==> config.mk <==
export PLATFORM = sky130hd
export DESIGN_NAME = ct_hpcp_cntx_ctrl
export DESIGN_NICKNAME = d
export VERILOG_FILES = /design/src/rtl/ct_hpcp_cntx_ctrl.sv
export SDC_FILE = /design/constraint.sdc
export NUM_CORES = 1
export LEC_CHECK = 0
export BUFFER_PORTS_ARGS = -buffer_cell sky130_fd_sc_hd__clkbuf_2
export CAP_MARGIN = 10
export CORE_MARGIN = 3
export CORE_UTILIZATION = 49
export DETAILED_ROUTE_END_ITERATION = 16
export MAX_ROUTING_LAYER = met4
export PLACE_DENSITY = 0.81
export SYNTH_ARGS = -nofsm -noshare
export SYNTH_HDL_FRONTEND = slang
export SYNTH_SLANG_ARGS = --single-unit
==> constraint.sdc <==
create_clock -name hpcp_clk -period 5.5 [get_ports hpcp_clk]
set_input_delay 0.275 -clock hpcp_clk [delete_from_list [all_inputs] [get_ports hpcp_clk]]
set_output_delay 0.275 -clock hpcp_clk [all_outputs]
set_load 0.01 [all_outputs]
==> src/rtl/ct_hpcp_cntx_ctrl.sv <==
// Control and accumulation for one programmable HPM counter: WARL event select,
// a two-stage increment path, sticky overflow, freeze-on-overflow and overflow interrupt.
module ct_hpcp_cntx_ctrl #(
  parameter int CNT_WIDTH = 64,
  parameter int EVT_NUM   = 52
) (
  input  logic                 hpcp_clk,
  input  logic                 hpcp_rst,
  input  logic                 evt_wen,
  input  logic [63:0]          evt_wdata,
  input  logic                 cnt_wen,
  input  logic [CNT_WIDTH-1:0] cnt_wdata,
  input  logic                 cnt_inhibit,
  input  logic                 hpcp_cnt_en,
  input  logic                 ovf_freeze_en,
  input  logic                 int_en,
  input  logic                 ovf_clr,
  input  logic [3:0]           mhpmcntx_adder,
  output logic [63:0]          mhpmevtx_value,
  output logic [CNT_WIDTH-1:0] mhpmcntx_value,
  output logic                 cntx_ovf,
  output logic                 cntx_int_vld
);

  typedef enum logic [1:0] {IDLE, COUNT, FROZEN} state_t;

  state_t               r_state;
  logic [63:0]          r_evt;
  logic [3:0]           r_adder_p1;
  logic [CNT_WIDTH-1:0] r_cnt;
  logic                 r_ovf;
  logic                 r_int;

  logic [63:0]          w_evt_next;
  logic                 w_evt_nz;
  logic [CNT_WIDTH:0]   w_sum;
  logic                 w_add_en;
  logic                 w_ovf_set;
  logic                 w_ovf_next;
  logic                 w_run;

  // Illegal event codes read back as 0 (no event); legal codes fit in the low 6 bits.
  function automatic logic [63:0] evt_legalize(input logic [63:0] d);
    return (d < 64'(EVT_NUM)) ? {58'd0, d[5:0]} : 64'd0;
  endfunction

  function automatic logic [CNT_WIDTH:0] cnt_add(input logic [CNT_WIDTH-1:0] c,
                                                 input logic [3:0]           a);
    return {1'b0, c} + {{(CNT_WIDTH-3){1'b0}}, a};
  endfunction

  assign w_evt_next = evt_wen ? evt_legalize(evt_wdata) : r_evt;
  assign w_evt_nz   = |w_evt_next;
  assign w_sum      = cnt_add(r_cnt, r_adder_p1);
  assign w_add_en   = !cnt_wen && (r_state != FROZEN);
  assign w_ovf_set  = w_add_en && w_sum[CNT_WIDTH];
  // A new overflow beats a simultaneous clear.
  assign w_ovf_next = w_ovf_set || (r_ovf && !ovf_clr);
  assign w_run      = !cnt_inhibit && hpcp_cnt_en;

  always_ff @(posedge hpcp_clk or posedge hpcp_rst) begin
    if (hpcp_rst) begin
      r_state    <= IDLE;
      r_evt      <= 64'd0;
      r_adder_p1 <= 4'd0;
      r_cnt      <= '0;
      r_ovf      <= 1'b0;
      r_int      <= 1'b0;
    end else begin
      r_evt <= w_evt_next;
      // Stage 1: sample the increment; any CSR write flushes it so nothing stale lands.
      r_adder_p1 <= (!evt_wen && !cnt_wen && (r_state == COUNT) && w_run) ? mhpmcntx_adder : 4'd0;
      // Stage 2: accumulate, with software writes taking priority over the add.
      if (cnt_wen)
        r_cnt <= cnt_wdata;
      else if (r_state != FROZEN)
        r_cnt <= w_sum[CNT_WIDTH-1:0];
      r_ovf <= w_ovf_next;
      r_int <= w_ovf_next && int_en;
      if (w_run) begin
        case (r_state)
          IDLE:    if (w_evt_nz) r_state <= COUNT;
          COUNT: begin
            if (!w_evt_nz)                        r_state <= IDLE;
            else if (w_ovf_set && ovf_freeze_en)  r_state <= FROZEN;
          end
          FROZEN:  if (ovf_clr || cnt_wen) r_state <= w_evt_nz ? COUNT : IDLE;
          default: r_state <= IDLE;
        endcase
      end
    end
  end

  assign mhpmevtx_value = r_evt;
  assign mhpmcntx_value = r_cnt;
  assign cntx_ovf       = r_ovf;
  assign cntx_int_vld   = r_int;

endmodule

==> results.json <==
{
  "grt_max_degree": 83,
  "fmax_mhz": 357,
  "grt_pass1_vias": 5804,
  "drt_first_pass_iters": 7,
  "reg2reg_setup_slack_ns": 2.70,
  "synth_cells": 641,
  "end_kind": "flip-flop",
  "rr_startpoint": "mhpmcntx_value[0]$_DFFE_PP0P_",
  "die_h_um": 122,
  "gp_congestion": 0.865,
  "fin_nets": 1056,
  "detail-route-antenna-nets": 0,
  "ios": 271,
  "numCtsBuffers": 17,
  "ir_drop_uv": 209,
  "htree_levels": 4,
  "yosysWarnings": 0,
  "seqPwrFrac_pct": 44.1,
  "cts.reportedPaths.clkPinSlew_ns": 0.06,
  "worstPathRequired_ns": 5.80,
  "worst_slew_pin_slew_ns": 1.13,
  "antenna_found_initial": 0,
  "vias": 5991,
  "final_core_util_pct": 67.5,
  "place_inst": 1062,
  "dieArea_um2": 14800,
  "hold_violations": 0,
  "rr_worst_depth": 9,
  "hold_start": "int_en",
  "start_kind": "flip-flop",
  "cp_slowest_cell": "o2111a_1",
  "holdPathStages": 2,
  "clock_sink_count": 136,
  "netlist_area_um2": 6550,
  "cp_max_fo": 16,
  "worstHoldPathType": "in -> reg",
  "fillCellCount": 1011,
  "period_needed_ns": 2.80,
  "insertedDiodeCount": 0,
  "power.density_nw_per_um2": 291,
  "fin_cells": 1095,
  "synth_cell_types": 43,
  "critPathKind": "reg -> reg",
  "ctsRootBufferMaster": "clkbuf_16",
  "wl_mm": 19.1,
  "outcome": "finished, final reports clean",
  "clk_latency_ns": 0.42,
  "async_reset_ff_share_pct": 100,
  "dpl.hpwl_mm": 14.2,
  "track_usage_pct": 26.6,
  "finalSetupTns_ns": 0,
  "gr-total-overflow": 0,
  "slew_headroom_pct": 24.9,
  "tritoncts": "yes",
  "arrival_ns": 3.10,
  "rsz0062_at_grt": "no",
  "syn_area_per_cell_um2": 10.2,
  "synth_edf_count": 0,
  "postCtsSetupBuffers": 0,
  "ys_seq_elements": 136,
  "finalMaxSlewViolations": 0,
  "finalSetupViolCount": 0,
  "power.internal_mw": 1.85,
  "swShare_pct": 26.5,
  "layout-drive-gt1-share_pct": 35.5,
  "fin_skew_ns": 0.00529,
  "portBuffers": 270,
  "critPathTopFamily": "compound AO/OA/AOI/OAI gates",
  "initial_utilization_pct": 51.1,
  "syn2layout_area_growth_pct": 32.1,
  "crit_buf_inv": 1,
  "ys.flop_type": "dfrtp_1",
  "worst_path_largest_cell_delay_ns": 0.64,
  "ys_seq_area_share_pct": 51.9,
  "min_to": "cntx_int_vld$_DFF_PP0_",
  "clockPowerShare_pct": 45.2,
  "p_total_mw": 2.52,
  "drtIter0Drc": 381,
  "row_count": 41,
  "p_comb_share_pct": 10.7,
  "startpoint": "mhpmcntx_value[0]$_DFFE_PP0P_",
  "rr_endpoint": "mhpmcntx_value[44]$_DFFE_PP0P_",
  "drc": 0,
  "synth_fp_nets": 787,
  "viasPerCell": 5.47,
  "core_region_area_um2": 12800,
  "wl_per_cell_um": 17.4,
  "dieWidth_um": 122,
  "grt_pass1_wl_mm": 29.9,
  "drv_cap": 0,
  "p_sw_uw": 670,
  "cts_buffer_depth": 2,
  "path_cells": "ha_1 -> inv_1 -> fa_1 -> nor2b_1 -> o21a_1 -> o2111a_1 -> nand4_1 -> xnor2_1 -> mux2_2",
  "p_leak_nw": 4.27,
  "fin_crit_sh_pct": 50.9
}
[metal layers]
layer	track usage, %	share of wire (%)
met2	40.6	48
met3	5.85	5.0
met1	35.9	45
met5	-	0
met4	8.47	2.0
[flip-flops by register name, indices dropped and copies added, names as in the netlist]
name            flops
cntx_int_vld        1
cntx_ovf            1
mhpmcntx_value     64
mhpmevtx_value     64
r_adder_p1          4
r_state             2
[cell usage after synthesis (2+ instances only)]
library cell,number,share of area [%]
a211oi_1,3,0.34
a21oi_1,2,0.15
and2_1,10,0.95
and3_1,19,1.8
and4_1,7,0.94
clkbuf_1,22,1.3
dfrtp_1,136,52
ha_1,4,0.76
inv_1,19,1.1
mux2_2,20,3.4
mux2i_1,4,0.61
nand2_1,62,3.6
nand2b_1,3,0.29
nand3_1,30,2.3
nand4_1,28,2.7
nand4b_1,2,0.27
nor2_1,15,0.86
nor2b_1,63,6.0
nor3_1,13,0.99
nor3b_1,2,0.23
nor4_1,37,3.5
nor4_2,2,0.38
o211a_1,2,0.31
o21a_1,3,0.34
o21ai_0,49,3.7
o2bb2ai_1,6,0.80
or4_1,5,0.57
xnor2_1,33,4.4
xor2_1,26,3.5
[cell usage in the layout, fill, tap and decap left out, types with 3 or more instances in the layout]
master     instances
o21ai_0           49
nand3_1           30
xnor2_1           33
and2_1            10
inv_6              9
mux2i_1            4
o2bb2ai_1          6
buf_4              4
nand4_1           28
a211oi_1           3
nand2_1           62
inv_1             18
nor4_1            37
ha_1               4
or4_1              5
nor2b_1           63
xor2_1            26
nand2b_1           3
and4_1             7
clkbuf_2         269
mux2_2            20
nor3_1            13
dfrtp_1          136
nor2_1            15
and3_1            19
clkbuf_16         17
o21a_1             3
[power groups by stage]
stage / combinational, mW / sequential [mW] / clock, mW
floorplan: 0.123 / 1.14 / 0
global placement: 0.266 / 1.13 / 0
detailed placement: 0.270 / 1.13 / 0
CTS: 0.273 / 1.11 / 1.16
global route: 0.301 / 1.12 / 1.20
finish: 0.271 / 1.11 / 1.14
[what timing repair did]
item | 4_1_cts | 5_1_grt
endpoints found under the hold margin | 54 | 0
hold buffers | 1 | 0
resized for setup | 0 | 0
[worst max-delay path by stage]
stage / end / slack [ns] / depth (start not counted)
2_1_floorplan: cntx_int_vld$_DFF_PP0_ / 1.59 / 1
3_3_place_gp: r_state[1]$_DFFE_PP0P_ / 2.46 / 7
3_5_place_dp: r_state[1]$_DFFE_PP0P_ / 2.44 / 7
4_1_cts: mhpmcntx_value[42]$_DFFE_PP0P_ / 2.69 / 9
5_1_grt: mhpmcntx_value[46]$_DFFE_PP0P_ / 2.54 / 9
6_report: mhpmcntx_value[44]$_DFFE_PP0P_ / 2.70 / 9
[layout make-up]
cell class | instances | area (um^2) | area share [%]
clock inverters | 14 | 160 | 1.85
well taps | 172 | 215 | 2.49
inverters | 19 | 76.3 | 0.882
multi-input cells | 462 | 2990 | 34.5
flip-flops and latches | 136 | 3400 | 39.3
repair buffers | 274 | 1390 | 16.0
clock buffers | 18 | 429 | 4.96
[worst reg2reg max path: cells and delay by family (launching register included)]
family / cells / cell delay, ns
AOI/OAI and AO/OA: 2 / 0.85
xor gates and xnor gates: 1 / 0.17
adders and majority gates: 2 / 0.61
buffers and inverters: 1 / 0.07
DFF: 1 / 0.38
muxes: 1 / 0.26
and+or+nand+nor: 2 / 0.35
[stage by stage]
| step | instance area (um^2) | hold slack, ns | worst slack [ns] |
|---|---|---|---|
| 4_1_cts | 8660 | 0.0463 | 2.69 |
| 3_3_place_gp | 8060 | 0.355 | 2.46 |
| 6_report | 8660 | 0.0646 | 2.70 |
| 5_1_grt | 8660 | 0.0549 | 2.54 |
| 3_5_place_dp | 8060 | 0.352 | 2.44 |
| 2_1_floorplan | 6550 | 0.352 | 1.59 |
[kinds of logic after synthesis]
family                   after synthesis  synth area share [%]
adder cells (fa/ha/maj)                5                  1.07
AND/OR/NAND/NOR                      301                  25.7
flip-flops                           136                  51.9
multiplexers                          24                  4.05
AO/OA/AOI/OAI                         73                  6.86
buffers and inverters                 43                  2.48
XOR/XNOR                              59                  7.89
No activity file was read; power rests on OpenSTA's default activity.
